## config.mk

```make
export PLATFORM = sky130hd
export DESIGN_NAME = ac_upsp_collector_flat
export DESIGN_NICKNAME = d
export VERILOG_FILES = /design/src/rtl/ac_upsp_collector_if.sv /design/src/rtl/ac_upsp_collector.sv /design/src/flat_wrapper.sv
export SDC_FILE = /design/constraint.sdc
export NUM_CORES = 1
export LEC_CHECK = 0
export CORE_AREA = 2 2 205 207
export CTS_CLUSTER_DIAMETER = 120
export DETAILED_ROUTE_END_ITERATION = 12
export DIE_AREA = 0 0 207 209
export PLACE_DENSITY = 0.49
export SKIP_LAST_GASP = 1
export SYNTH_ARGS = -nofsm -noshare
export SYNTH_HDL_FRONTEND = slang
export SYNTH_SLANG_ARGS = --single-unit
export TNS_END_PERCENT = 100
```

## constraint.sdc

```tcl
create_clock -name clk -period 3.6 [get_ports clk]
set_input_delay 0.72 -clock clk [delete_from_list [all_inputs] [get_ports clk]]
set_output_delay 0.72 -clock clk [all_outputs]
set_load 0.02 [all_outputs]
```

## src/rtl/ac_upsp_collector_if.sv

```systemverilog
// PE write lanes plus AXI4-Stream output of the upsampler collector.
// master: collector side (accepts lanes, drives the stream); slave: PE array / DMA side.
interface ac_upsp_collector_if #(
  parameter int N_PARALLEL         = 4,
  parameter int UPSP_WRTDATA_WIDTH = 96
);
  logic [N_PARALLEL-1:0]                    upsp_ac_wvalid;
  logic [N_PARALLEL*UPSP_WRTDATA_WIDTH-1:0] upsp_ac_wdata;
  logic [N_PARALLEL-1:0]                    ac_upsp_wready;
  logic                                     m_axis_tvalid;
  logic [UPSP_WRTDATA_WIDTH-1:0]            m_axis_tdata;
  logic                                     m_axis_tlast;
  logic                                     m_axis_tuser;
  logic                                     m_axis_tready;

  modport master (
    input  upsp_ac_wvalid, upsp_ac_wdata, m_axis_tready,
    output ac_upsp_wready, m_axis_tvalid, m_axis_tdata, m_axis_tlast, m_axis_tuser
  );

  modport slave (
    output upsp_ac_wvalid, upsp_ac_wdata, m_axis_tready,
    input  ac_upsp_wready, m_axis_tvalid, m_axis_tdata, m_axis_tlast, m_axis_tuser
  );
endinterface

```

## src/rtl/ac_upsp_collector.sv

```systemverilog
// Round-robin merge of N PE write lanes into one AXI4-Stream with line/frame framing.
// Latency: 1 cycle from lane accept to tvalid.
// Backpressure: single output register; lanes see ready only when it is empty or popping.
module ac_upsp_collector #(
  parameter int N_PARALLEL         = 4,
  parameter int UPSP_WRTDATA_WIDTH = 96,
  parameter int LINE_BEATS         = 960,
  parameter int FRAME_LINES        = 2160,
  parameter int CRF_DATA_WIDTH     = 32
) (
  input  logic                      clk,
  input  logic                      rst_n,
  input  logic                      crf_ac_UPSTART,
  ac_upsp_collector_if.master       bus,
  output logic                      ac_crf_done,
  output logic                      ac_crf_busy,
  output logic [CRF_DATA_WIDTH-1:0] ac_crf_beatcnt
);
  localparam int LANE_W = (N_PARALLEL > 1) ? $clog2(N_PARALLEL) : 1;
  localparam int COL_W  = (LINE_BEATS > 1) ? $clog2(LINE_BEATS) : 1;
  localparam int ROW_W  = (FRAME_LINES > 1) ? $clog2(FRAME_LINES) : 1;
  localparam logic [LANE_W-1:0] LANE_LAST = LANE_W'(N_PARALLEL - 1);
  localparam logic [COL_W-1:0]  COL_LAST  = COL_W'(LINE_BEATS - 1);
  localparam logic [ROW_W-1:0]  ROW_LAST  = ROW_W'(FRAME_LINES - 1);

  typedef enum logic [1:0] {IDLE, RUN, DRAIN} state_t;

  state_t                        state;
  logic [LANE_W-1:0]             lane_sel;
  logic [COL_W-1:0]              col;
  logic [ROW_W-1:0]              row;
  logic                          out_full;
  logic [UPSP_WRTDATA_WIDTH-1:0] out_dat;
  logic                          out_last;
  logic                          out_user;

  logic                          pop;
  logic                          can_load;
  logic                          accept;
  logic [UPSP_WRTDATA_WIDTH-1:0] sel_dat;

  // Ready depends on tready combinationally so a pop and a load can share a cycle.
  always_comb begin
    pop      = out_full & bus.m_axis_tready;
    can_load = ~out_full | bus.m_axis_tready;
    accept   = (state == RUN) & can_load & bus.upsp_ac_wvalid[lane_sel];
    bus.ac_upsp_wready = '0;
    if ((state == RUN) && can_load) begin
      bus.ac_upsp_wready = N_PARALLEL'(1) << lane_sel;
    end
    sel_dat = '0;
    for (int i = 0; i < N_PARALLEL; i++) begin
      if (lane_sel == LANE_W'(i)) begin
        sel_dat = bus.upsp_ac_wdata[i*UPSP_WRTDATA_WIDTH +: UPSP_WRTDATA_WIDTH];
      end
    end
  end

  assign bus.m_axis_tvalid = out_full;
  assign bus.m_axis_tdata  = out_dat;
  assign bus.m_axis_tlast  = out_last;
  assign bus.m_axis_tuser  = out_user;
  assign ac_crf_busy       = (state != IDLE);

  always_ff @(posedge clk or negedge rst_n) begin
    if (!rst_n) begin
      state          <= IDLE;
      lane_sel       <= '0;
      col            <= '0;
      row            <= '0;
      out_full       <= 1'b0;
      out_dat        <= '0;
      out_last       <= 1'b0;
      out_user       <= 1'b0;
      ac_crf_done    <= 1'b0;
      ac_crf_beatcnt <= '0;
    end else begin
      ac_crf_done <= 1'b0;
      if (pop) begin
        ac_crf_beatcnt <= ac_crf_beatcnt + 1'b1;
      end

      if (accept) begin
        out_full <= 1'b1;
        out_dat  <= sel_dat;
        out_user <= (col == '0) && (row == '0);
        out_last <= (col == COL_LAST);
      end else if (pop) begin
        out_full <= 1'b0;
      end

      case (state)
        IDLE: begin
          if (crf_ac_UPSTART) begin
            state          <= RUN;
            lane_sel       <= '0;
            col            <= '0;
            row            <= '0;
            ac_crf_beatcnt <= '0;
          end
        end
        RUN: begin
          if (accept) begin
            lane_sel <= (lane_sel == LANE_LAST) ? '0 : lane_sel + 1'b1;
            if (col == COL_LAST) begin
              col <= '0;
              if (row == ROW_LAST) begin
                row   <= '0;
                state <= DRAIN;
              end else begin
                row <= row + 1'b1;
              end
            end else begin
              col <= col + 1'b1;
            end
          end
        end
        DRAIN: begin
          // No accepts here, so the register holds the final beat; its pop ends the frame.
          if (pop) begin
            ac_crf_done <= 1'b1;
            state       <= IDLE;
          end
        end
        default: state <= IDLE;
      endcase
    end
  end
endmodule

```

## src/flat_wrapper.sv

```systemverilog
// flat-port wrapper written by rule: the top's interface ports become plain ports
module ac_upsp_collector_flat 
#(
  parameter int N_PARALLEL         = 4,
  parameter int UPSP_WRTDATA_WIDTH = 96,
  parameter int LINE_BEATS         = 960,
  parameter int FRAME_LINES        = 2160,
  parameter int CRF_DATA_WIDTH     = 32
)
  (clk, rst_n, crf_ac_UPSTART, ac_crf_done, ac_crf_busy, ac_crf_beatcnt, bus_upsp_ac_wvalid, bus_upsp_ac_wdata, bus_m_axis_tready, bus_ac_upsp_wready, bus_m_axis_tvalid, bus_m_axis_tdata, bus_m_axis_tlast, bus_m_axis_tuser);
  ac_upsp_collector_if #(.N_PARALLEL(N_PARALLEL), .UPSP_WRTDATA_WIDTH(UPSP_WRTDATA_WIDTH)) bus_i ();
  input  logic clk;
  input  logic rst_n;
  input  logic crf_ac_UPSTART;
  output logic ac_crf_done;
  output logic ac_crf_busy;
  output logic [CRF_DATA_WIDTH-1:0] ac_crf_beatcnt;
  input wire logic [$bits(bus_i.upsp_ac_wvalid)-1:0] bus_upsp_ac_wvalid;
  input wire logic [$bits(bus_i.upsp_ac_wdata)-1:0] bus_upsp_ac_wdata;
  input wire logic [$bits(bus_i.m_axis_tready)-1:0] bus_m_axis_tready;
  output wire logic [$bits(bus_i.ac_upsp_wready)-1:0] bus_ac_upsp_wready;
  output wire logic [$bits(bus_i.m_axis_tvalid)-1:0] bus_m_axis_tvalid;
  output wire logic [$bits(bus_i.m_axis_tdata)-1:0] bus_m_axis_tdata;
  output wire logic [$bits(bus_i.m_axis_tlast)-1:0] bus_m_axis_tlast;
  output wire logic [$bits(bus_i.m_axis_tuser)-1:0] bus_m_axis_tuser;
  assign bus_i.upsp_ac_wvalid = bus_upsp_ac_wvalid;
  assign bus_i.upsp_ac_wdata = bus_upsp_ac_wdata;
  assign bus_i.m_axis_tready = bus_m_axis_tready;
  assign bus_ac_upsp_wready = bus_i.ac_upsp_wready;
  assign bus_m_axis_tvalid = bus_i.m_axis_tvalid;
  assign bus_m_axis_tdata = bus_i.m_axis_tdata;
  assign bus_m_axis_tlast = bus_i.m_axis_tlast;
  assign bus_m_axis_tuser = bus_i.m_axis_tuser;
  ac_upsp_collector #(.N_PARALLEL(N_PARALLEL), .UPSP_WRTDATA_WIDTH(UPSP_WRTDATA_WIDTH), .LINE_BEATS(LINE_BEATS), .FRAME_LINES(FRAME_LINES), .CRF_DATA_WIDTH(CRF_DATA_WIDTH)) u_core (.clk(clk), .rst_n(rst_n), .crf_ac_UPSTART(crf_ac_UPSTART), .bus(bus_i), .ac_crf_done(ac_crf_done), .ac_crf_busy(ac_crf_busy), .ac_crf_beatcnt(ac_crf_beatcnt));
endmodule
```

==> results of run 1 <==
[logic make-up (layout without fill, tap and decap cells)]
family                     count (synthesis)  after routing  share of synthesized area
buffers and inverters                    213            690                     0.0898
and+or+nand+nor                          373            373                      0.179
DFF                                      158            158                      0.409
AOI/OAI and AO/OA                        368            368                      0.292
adders and majority gates                  9              9                     0.0117
xor gates and xnor gates                   9              9                    0.00815
muxes                                      9              9                     0.0107
other                                      0             10                          0
[state kept, by name, indices dropped and copies added, names as in the netlist, 2 cells and up]
signal,cells
u_core.bus.m_axis_tdata,96
u_core.ac_crf_beatcnt,32
u_core.row,12
u_core.col,10
u_core.lane_sel,2
u_core.state,2
[routing by layer]
layer / routed length (um) / GRT usage
met5: 85 / 0
met4: 499 / 0.0500
met3: 3320 / 0.0733
met2: 24000 / 0.369
met1: 18700 / 0.239
[layout by cell type (no fill, tap or decap), types with 11 or more instances in the layout]
cell type        netlist  layout
a211o_1               96      96
a21oi_1               19      19
a221oi_1              96      96
a22o_1                12      12
a31oi_1               97      97
and3_1                13      12
buf_4                  0      14
clkbuf_16              0      17
clkdlybuf4s50_1        0     527
dfrtp_1              158     158
inv_1                109     109
nand2_1              135     135
nand3_1               20      20
nand4_1               11      11
nor2_1               114     114
nor3_1                11      11
nor4_1                16      16
o211ai_1              12      12
o21ai_0               16      16
[path summary, 6_finish.rpt]
| kind | start | to | slack [ns] | depth (start not counted) |
|---|---|---|---|---|
| setup / recovery | u_core.lane_sel[1]$_DFFE_PN0P_ | bus_ac_upsp_wready[1] | 0.35 | 4 |
| hold / removal | rst_n | u_core.ac_crf_beatcnt[18]$_DFF_PN0_ | 0.22 | 1 |
| setup reg to reg | u_core.lane_sel[1]$_DFFE_PN0P_ | u_core.bus.m_axis_tdata[83]$_DFFE_PN0P_ | 0.81 | 6 |
| hold reg to reg | u_core.bus.m_axis_tlast$_DFFE_PN0P_ | u_core.bus.m_axis_tlast$_DFFE_PN0P_ | 0.49 | 2 |
| max in group asynchronous | rst_n | u_core.bus.m_axis_tdata[7]$_DFFE_PN0P_ | 2.65 | 2 |
| min in group clk | u_core.bus.m_axis_tlast$_DFFE_PN0P_ | u_core.bus.m_axis_tlast$_DFFE_PN0P_ | 0.49 | 2 |
[final cells by class]
type | instances | area, sq um | area share
sequential | 158 | 3950 | 0.246
multi-input combinational | 768 | 4900 | 0.305
clock buffer | 25 | 505 | 0.0314
inverter | 109 | 409 | 0.0254
antenna | 10 | 25.0 | 0.00155
tap | 539 | 674 | 0.0419
clock inverter | 5 | 56.3 | 0.00350
timing repair buffer | 551 | 5570 | 0.346
[metrics by stage]
step           total power, mW  instances
4_1_cts                   12.0       2155
3_3_place_gp              10.1       2125
3_5_place_dp              10.1       2125
6_report                  11.8       2165
5_1_grt                   12.6       2162
2_1_floorplan             6.94       1139
[power by group]
group          internal (mW)  switching [mW]
logic                   3.20            3.90
registers               2.45           0.473
clock network           1.04           0.764
total                   6.68            5.14
==> run summary, run 1 <==
run status - finished clean
Critical Path Start Type - register
vias in the first global route - 10,700
postcts setup bufs - 0
CP top delay family - buffers and inverters
Fmax - 0.308 GHz
vias after detailed routing - 10,700
nets - 2,006
Max-slew headroom - 0.196
Worst Hold Class - primary input to asynchronous set/reset pin
most frequent cell after synthesis - dfrtp_1
post-route cell area - 16,100 sq um
Post-Route Setup TNS - 0 ns
Cells after Synth - 1,139
Final Skew - 0.00921 ns
EDFF count, synth - 0
IO buf count - 528
die width - 207 um
first-pass GRT wire length - 67,900 um
largest net degree at the start of global routing - 193
Hold Violations, Final - 0
Worst path slowest cell - clkdlybuf4s50_1
top cell type's share of synthesized area - 0.409
Area growth, synth to finish - 66.6%
standard-cell row count - 75
CTS tree - done
Crit Path Max Fanout - 45
post-route ant nets - 0
Worst-path clk slew - 0.06 ns
io pins - 529
ys async rst share - 1.00
number of H-tree levels - 4
synthesized cell area - 9670 sq um
# setup viols final - 0
Peak VDD IR - 0.520 mV
Root Buffer - clkbuf_16
final design utilization - 0.390
Via-to-Cell Ratio - 4.93
fin. max-slew vios - 0
total iterations of the first detailed-routing run - 5
RSZ-0062 raised after global routing - no
Power Density - 734 nW/um^2
Max-Cap Viols - 0
sequential fraction of the synthesis area - 0.409
CTS resizes - 0
ranking of synthesized cells by area - dfrtp_1 (41%), a211o_1 (8.7%), a221oi_1 (8.7%)
area leader, netlist - dfrtp_1
Critical Path, Cell by Cell - inv_1, ha_4, and3_1, clkdlybuf4s50_1
Leak Pwr - 6.48 nW
distinct cell type count after synthesis - 51
clock sink count - 158
final worst setup slack - 0.350 ns
worst path required time - 2.88 ns
Commonest cells post-synth - dfrtp_1 (158), nand2_1 (135), nor2_1 (114), inv_1 (109), a31oi_1 (97)
initial antenna violation count - 17
Seq cells post-synth - 158
GRT Util Overall - 0.208
Crit Path Category - register to primary output
drt wl/cell - 21.5 um
CTS Buf Count - 17
Main synth FF type - dfrtp_1
Post-DP HPWL - 34,800 um
Starting Density - 0.234
Slew @ Worst Pin - 1.21 ns
number of synthesis warnings - 0
Remaining Overflow, GRT - 0
syn nets - 1,540
worst slack at placement - 0.465 ns
Tmin final - 3.25 ns
Die ar. - 43,300 sq um
arrival time of the worst setup path - 2.53 ns
DRC viols - 0
max incr delay on CP - 0.60 ns
Final Hold Slack - 0.217 ns
Hold-fix buffers, CTS - 0
clock buffer depth - 2
Post-Place Cell Area - 15,500 sq um
CP Buf/Inv Count - 2
Core ar. - 41,300 sq um
drt total wl - 46,600 um
Worst-Skew Late Latency - 0.45 ns
RD Place Congestion - 0.874
Die H - 209 um
Crit. End Element - primary output
fillers - 4,242
crit share post-route - 0.903
Mean Syn Cell Area - 8.49 sq um
share of cells above drive strength 1 - 0.0489
initial DRC count - 667
Power figures use the tool's default switching activity.
==> run 2: changes to the inputs <==
- CORE_AREA: 2 2 205 207 -> 2 2 203 205
- CTS_CLUSTER_SIZE: unset -> 14
- DIE_AREA: 0 0 207 209 -> 0 0 205 207
- PLACE_DENSITY: 0.49 -> 0.58
==> run 2 against run 1 <==
Compared with the run above: total power fell by 0.69%; fmax increased by 1.9%; register-to-register slack better by 0.40 ns; non-clock buffer count down 2; die area decreased by 1.9%; worst hold slack gained 0.084 ns; sequential share of layout area is essentially flat; critical path depth unchanged; clock skew rose by 0.0021 ns; critical path type is now primary input to primary output.
==> run summary, run 2 (synthesized netlist as in run 1, its figures left out) <==
io pins - 529
Leak Pwr - 6.48 nW
GRT Util Overall - 0.195
commonest cells after routing, fill and taps aside - clkdlybuf4s50_1 (527), dfrtp_1 (158), nand2_1 (135), nor2_1 (114), inv_1 (109)
first-pass GRT wire length - 63,500 um
Worst-Skew Late Latency - 0.44 ns
Peak VDD IR - 0.460 mV
Tmin final - 3.19 ns
RD Place Congestion - 0.859
GR Util met2 - 0.331
number of H-tree levels - 4
worst slack at placement - 0.414 ns
post-route cell area - 16,100 sq um
share of cells above drive strength 1 - 0.0501
Final Skew - 0.0113 ns
DRC viols - 0
Critical Path, Cell by Cell - clkdlybuf4s50_1, nand2b_1, and3_1, clkdlybuf4s50_1
post-route ant nets - 0
max incr delay on CP - 0.60 ns
vias after detailed routing - 10,800
max FFs per register - 96
Slew @ Worst Pin - 0.956 ns
drt total wl - 42,400 um
fin. max-slew vios - 0
CTS Buf Count - 17
Die ar. - 42,400 sq um
fillers - 4,075
Area growth, synth to finish - 66.3%
dpl cells - 2,116
Final Hold Slack - 0.301 ns
met1 usage - 0.232
initial antenna violation count - 7
# setup viols final - 0
Core ar. - 40,400 sq um
vias in the first global route - 10,500
final worst setup slack - 0.412 ns
Post-Place Cell Area - 15,400 sq um
Critical Path Start Type - primary input
commonest non-fill, non-tap cell in the layout - clkdlybuf4s50_1
Root Buffer - clkbuf_16
Crit Path Max Fanout - 6
worst path required time - 2.88 ns
Post-DP HPWL - 31,600 um
drt wl/cell - 19.7 um
overall power - 11.7 mW
RSZ-0062 raised after global routing - no
standard-cell row count - 74
multi-input logic area - 4900 sq um
Starting Density - 0.239
final design utilization - 0.398
Hold-fix buffers, CTS - 0
IO buf count - 528
run status - finished clean
largest net degree at the start of global routing - 106
Worst-path clk slew - 0.07 ns
Crit. End Element - primary output
arrival time of the worst setup path - 2.47 ns
clock sink count - 158
Worst Hold Class - primary input to asynchronous set/reset pin
Power Density - 730 nW/um^2
die width - 205 um
postcts setup bufs - 0
Worst path slowest cell - clkdlybuf4s50_1
Post-Route Setup TNS - 0 ns
Register Area - 3950 sq um
Fmax - 0.314 GHz
initial DRC count - 669
CTS resizes - 0
CTS tree - done
Via-to-Cell Ratio - 5.01
Worst path most repeated cell - clkdlybuf4s50_1
met3 Use GR - 0.0695
Max-Cap Viols - 0
crit share post-route - 0.886
Die H - 207 um
clock buffer depth - 2
nets - 2,004
GRT busiest layer - met2
total iterations of the first detailed-routing run - 6
final cell count without fillers - 2,152
Remaining Overflow, GRT - 0
Hold Violations, Final - 0
Crit Path Category - primary input to primary output
Max-slew headroom - 0.363
run 2: area by class of cell:
| type | count | share of cell area |
|---|---|---|
| multi-input combinational | 768 | 0.305 |
| tap | 532 | 0.0414 |
| sequential | 158 | 0.246 |
| inverter | 109 | 0.0255 |
| clock inverter | 14 | 0.0112 |
| clock buffer | 18 | 0.0273 |
| timing repair buffer | 549 | 0.343 |
| antenna | 4 | 0.000623 |
run 2: final timing paths:
check	startpoint	end	slack (ns)	cells past startpoint
worst max-delay path	bus_m_axis_tready	bus_ac_upsp_wready[0]	0.41	4
worst min-delay path	rst_n	u_core.ac_crf_beatcnt[17]$_DFF_PN0_	0.30	1
worst max register to register	u_core.lane_sel[0]$_DFFE_PN0P_	u_core.bus.m_axis_tdata[86]$_DFFE_PN0P_	1.21	7
worst min register to register	u_core.bus.m_axis_tuser$_DFFE_PN0P_	u_core.bus.m_axis_tuser$_DFFE_PN0P_	0.48	2
max in group asynchronous	rst_n	u_core.bus.m_axis_tdata[0]$_DFFE_PN0P_	2.57	2
min in group clk	u_core.bus.m_axis_tuser$_DFFE_PN0P_	u_core.bus.m_axis_tuser$_DFFE_PN0P_	0.48	2
run 2: metal layers:
layer,share of wire,wire [um]
met1,0.40,16800
met5,0.0010,43
met4,0.018,784
met2,0.50,21100
met3,0.086,3660
run 2: critical path: cells and delay by family:
family / cells / cell delay, ns
simple gates: 2 / 0.62
buf+inv: 2 / 1.12
run 2: where the power goes:
group	leakage (nW)	internal, mW	switching (mW)	total [mW]
sequential	1.93	2.45	0.456	2.90
clock	0.297	1.12	0.835	1.96
combinational	4.25	3.12	3.76	6.87
total	6.48	6.69	5.05	11.7
